<file path="src/rtl/key_debouncer.sv">
// key_debouncer: multi-channel push-button debouncer.
// Each raw active-low button is synchronised into the clock domain.
// It is then accepted as a new debounced level only after the
// synchronised value has disagreed with the current level for
// DEBOUNCE_CYCLES consecutive cycles.
// Debounced levels and one-cycle press/release pulses are all
// registered, so nothing combinational reaches the outputs from key_n.
module key_debouncer #(
  parameter int NUM_KEYS        = 4,
  parameter int DEBOUNCE_CYCLES = 500000
) (
  input  logic                clock,
  input  logic                reset,
  input  logic [NUM_KEYS-1:0] key_n,
  output logic [NUM_KEYS-1:0] key_level,
  output logic [NUM_KEYS-1:0] key_press,
  output logic [NUM_KEYS-1:0] key_release
);

  // Counter is just wide enough to hold DEBOUNCE_CYCLES; it never goes
  // past DEBOUNCE_CYCLES-1 because reaching that value with a mismatch
  // flips the level and clears the counter instead.
  localparam int              CNT_W    = $clog2(DEBOUNCE_CYCLES + 1);
  localparam logic [CNT_W-1:0] CNT_LAST = CNT_W'(DEBOUNCE_CYCLES - 1);

  logic [NUM_KEYS-1:0] sync_a;
  logic [NUM_KEYS-1:0] sync_b;
  logic [NUM_KEYS-1:0] key_on;
  logic [NUM_KEYS-1:0] stable;
  logic [NUM_KEYS-1:0] stable_next;
  logic [CNT_W-1:0]    cnt      [NUM_KEYS];
  logic [CNT_W-1:0]    cnt_next [NUM_KEYS];

  // Two-flop synchroniser; resets to all ones so every key reads as released.
  always_ff @(posedge clock) begin
    if (reset) begin
      sync_a <= '1;
      sync_b <= '1;
    end else begin
      sync_a <= key_n;
      sync_b <= sync_a;
    end
  end

  assign key_on = ~sync_b;

  // Per-channel stability counter and level update, channels independent.
  always_comb begin
    stable_next = stable;
    for (int i = 0; i < NUM_KEYS; i++) begin
      cnt_next[i] = cnt[i];
      if (key_on[i] == stable[i]) begin
        cnt_next[i] = '0;
      end else if (cnt[i] == CNT_LAST) begin
        stable_next[i] = ~stable[i];
        cnt_next[i]    = '0;
      end else begin
        cnt_next[i] = cnt[i] + 1'b1;
      end
    end
  end

  // State registers and edge pulses, which line up with the level change.
  always_ff @(posedge clock) begin
    if (reset) begin
      stable      <= '0;
      key_press   <= '0;
      key_release <= '0;
      for (int i = 0; i < NUM_KEYS; i++) begin
        cnt[i] <= '0;
      end
    end else begin
      stable      <= stable_next;
      key_press   <= stable_next & ~stable;
      key_release <= ~stable_next & stable;
      for (int i = 0; i < NUM_KEYS; i++) begin
        cnt[i] <= cnt_next[i];
      end
    end
  end

  assign key_level = stable;

endmodule

</file>
<file path="config.mk">
export PLATFORM = sky130hd
export DESIGN_NAME = key_debouncer
export DESIGN_NICKNAME = d
export VERILOG_FILES = /design/src/rtl/key_debouncer.sv
export SDC_FILE = /design/constraint.sdc
export NUM_CORES = 1
export LEC_CHECK = 0
export CELL_PAD_IN_SITES_DETAIL_PLACEMENT = 1
export CELL_PAD_IN_SITES_GLOBAL_PLACEMENT = 1
export CORE_ASPECT_RATIO = 1.1
export CORE_UTILIZATION = 40
export CTS_BUF_LIST = sky130_fd_sc_hd__clkbuf_4 sky130_fd_sc_hd__clkbuf_8 sky130_fd_sc_hd__clkbuf_16
export DETAILED_ROUTE_END_ITERATION = 10
export PLACE_DENSITY = 0.69
export SLEW_MARGIN = 5
export SYNTH_ARGS = -nofsm -noshare
export SYNTH_HDL_FRONTEND = slang
export SYNTH_SLANG_ARGS = --single-unit
</file>
<file path="constraint.sdc">
create_clock -name clock -period 2.2 [get_ports clock]
set_input_delay 0.22 -clock clock [delete_from_list [all_inputs] [get_ports clock]]
set_output_delay 0.22 -clock clock [all_outputs]
set_load 0.03 [all_outputs]
</file>
==> impl_metrics.csv <==
group,metric,value,unit
timing,setup-violations-final,0,
detailed_routing,drtAntennaViolNets,0,
global_routing,grt_pass1_vias,3350,
global_routing,grt_antenna_before_repair,0,
synthesis,syn-mean-instance-area,8.83,um^2
timing,period_needed,2.03,ns
pwr,power.ir.vdd_worst,0.264,mV
timing,fin_clk_skew,0.00521,ns
final_layout,antennaDiodeCount,0,
worst_setup_path,critical_path.startpoint,"cnt[3][2]",
timing,post-route-period-util,92.5,%
job,cap_viol_max_count,0,
timing,final_hold_violation_count,0,
worst_setup_path,worstPathMaxFanout,7,
worst_setup_path,rrSetupSlack,0.17,ns
timing,clock.fmax,0.492,GHz
placement,placed_area,4380,um^2
timing,timing.final.ws_setup,0.165,ns
detailed_routing,routed_wire_length_per_instance,13.8,um
floorplan,floorplan.initialDensity,40.9,%
floorplan,fp.coreArea,9840,um^2
worst_setup_path,cpMostUsedCell,"or4_1",
floorplan,die_x,97.7,um
pwr,power_per_cell_area,637,nW/um^2
detailed_routing,routed-via-count,3256,
timing,tns,0,ns
cts,ctsHtreeMaxLevel,3,
synthesis,synth.ff_latch_count,96,
placement,dp_hpwl,6060,um
worst_setup_path,data_arrival_time_of_the_critical_path,2.33,ns
pwr,leakagePower,1.36,nW
synthesis,synth_cell_type_count,34,
placement,dp_cells,592,
synthesis,async_reset_ff_share,0,%
worst_setup_path,criticalPathCategory,"reg2reg",
synthesis,yosys_warnings,0,
cts,cts_setup_buffers,0,
cts,clockBufferDepth,2,
final_layout,finalNonFillerCells,608,
synthesis,synthesis.instances,456,
detailed_routing,iteration_0_drc_count_of_the_detailed_router,53,
floorplan,floorplan.die_area,10500,um^2
worst_setup_path,path_buf_inv,0,
worst_setup_path,critical-path-slowest-cell,"or4_1",
final_layout,mostFrequentLayoutCells,"dfxtp_1 (96), nor2_1 (61), xnor2_1 (28), nand2_1 (27), a21oi_1 (25)",
status,failed_checks,"DRC",
status,status,"finished, violations left",
placement,port_buffers,17,
worst_setup_path,cp.depth,4,
synthesis,synth_nets,466,
floorplan,chipHeight,107,um
cts,tritoncts,"built",
placement,routabilityCongestion,0.757,
synthesis,synth_top_flop_cell,"dfxtp_1",
synthesis,mappedNetlistArea,4030,um^2
detailed_routing,routed_wl,8380,um
worst_setup_path,regToRegEndpoint,"cnt[3][17]",
cts,postCtsResizedCells,0,
timing,tightest_slew,0.453,ns
worst_setup_path,r2r-start,"cnt[3][2]",
timing,slew_headroom,69.4,%
placement,placement_setup_slack,0.197,ns
worst_setup_path,critPathTopFamily,"simple AND/OR/NAND/NOR gates",
worst_setup_path,worstPathCellList,"nand3_1, or4_1, or4_1, a21oi_1",
final_layout,layout.nets,493,
synthesis,synth-edff-count,0,
pwr,post-layout-total-power,2.91,mW
global_routing,grt_overflow,0,
final_layout,drive_above_1_share,8.61,%
global_routing,largest_net_degree_at_the_start_of_global_routing,25,
cts,clk_pin_slew,0.09,ns
worst_setup_path,r2r.worst_path.cells,4,
global_routing,track_usage,18.1,%
worst_setup_path,critical_path_required,2.50,ns
final_layout,finish.instance_area,4570,um^2
detailed_routing,viasPerCell,5.36,
detailed_routing,drt-pass1-iter-count,7,
worst_setup_path,endpoint_kind,"flop",
worst_setup_path,max_stage_delay,0.69,ns
timing,final_max_slew_viol_count,0,
floorplan,number_of_rows_in_the_core_area,38,
global_routing,grt_first_pass_wirelength,15300,um
cts,ctsRootBufferMaster,"clkbuf_8",
synthesis,ys_seq_area_share,47.7,%
detailed_routing,drc,6,
final_layout,synthToLayoutAreaGrowth,13.5,%
cts,clock-sinks,96,
floorplan,ioPinCount,18,
cts,cts_hold_repair.buffers,0,
hold_path,worst_hold_path_type,"reg2reg",
worst_setup_path,setup.worst_path.end,"cnt[3][17]",
timing,timing.hold.ws,0.409,ns
final_layout,mostFrequentLayoutCell,"dfxtp_1",
cts,worstSkewPairLatency,0.36,ns
worst_setup_path,cp-start-kind,"flop",
final_layout,final_core_utilization,46.5,%
timing,setup_repair_after_global_routing_missed_its_margin,"false",
cts,tritoncts.num_buffers,9,
==> logic make-up (layout without fill, tap and decap cells) <==
| group | count (synthesis) | count (layout) | synth area share, % |
|---|---|---|---|
| compound gates | 54 | 54 | 7.42 |
| simple gates | 229 | 229 | 30.7 |
| fa+ha+maj | 4 | 4 | 1.24 |
| buf+inv | 24 | 56 | 2.27 |
| flops | 96 | 96 | 47.7 |
| xor+xnor | 49 | 49 | 10.7 |
==> routing by layer <==
layer  GRT usage, %  part of all wire (%)  vias to the layer above
met5              0                     0                        -
met4           9.42                   2.1                        0
met3           3.00                   1.9                       11
met2           31.3                    49                       24
met1           21.7                    47                     1562
li1               -                     -                     1659
==> area by class of cell <==
| cell class | instances | area, um^2 |
|---|---|---|
| clock inverter | 2 | 12.5 |
| clock buffer | 14 | 180 |
| fill | 1135 | 5270 |
| inverter | 13 | 48.8 |
| sequential | 96 | 1920 |
| timing repair buffer | 27 | 245 |
| tap | 120 | 150 |
| multi-input combinational | 336 | 2010 |
==> synth_stat cells (3+ instances only) <==
master    number  share of area [%]
nand2_1       27                2.5
or4_1         11                2.1
and4_1         6                1.3
xnor2_1       28                6.1
xor2_1        21                4.6
and2_1         4               0.62
nor3_1        17                2.1
nand4_1       20                3.1
and3_1         9                1.4
or2_2         14                2.2
or3_1         16                2.5
inv_1         13                1.2
nor2_1        61                5.7
nor4_1        10                1.6
clkbuf_1      10               0.93
nor4b_1        3               0.65
a21oi_1       25                3.1
nand3_1       21                2.6
o21ai_0       16                2.0
dfxtp_1       96                 48
o31ai_1        6                1.1
ha_1           4                1.2
==> registers in the layout, summed over array words and instances, names as in the netlist <==
signal       flops
sync_a           4
sync_b           4
key_level        4
cnt             76
key_release      4
key_press        4
==> how the worst min path moves through the flow <==
stage	from	end	slack, ns	depth (start not counted)
floorplan	key_n[0]	sync_a[0]	0.32	1
global placement	sync_a[0]	sync_b[0]	0.39	1
detailed placement	sync_a[2]	sync_b[2]	0.40	1
CTS	key_n[3]	sync_a[3]	0.39	2
global route	key_n[3]	sync_a[3]	0.41	2
finish	sync_a[2]	sync_b[2]	0.41	1
==> power breakdown <==
part | switching [mW] | internal (mW)
combinational | 0.0233 | 0.0215
sequential | 0.00522 | 1.74
clock | 0.591 | 0.529
(Power assumes the default switching activity.)
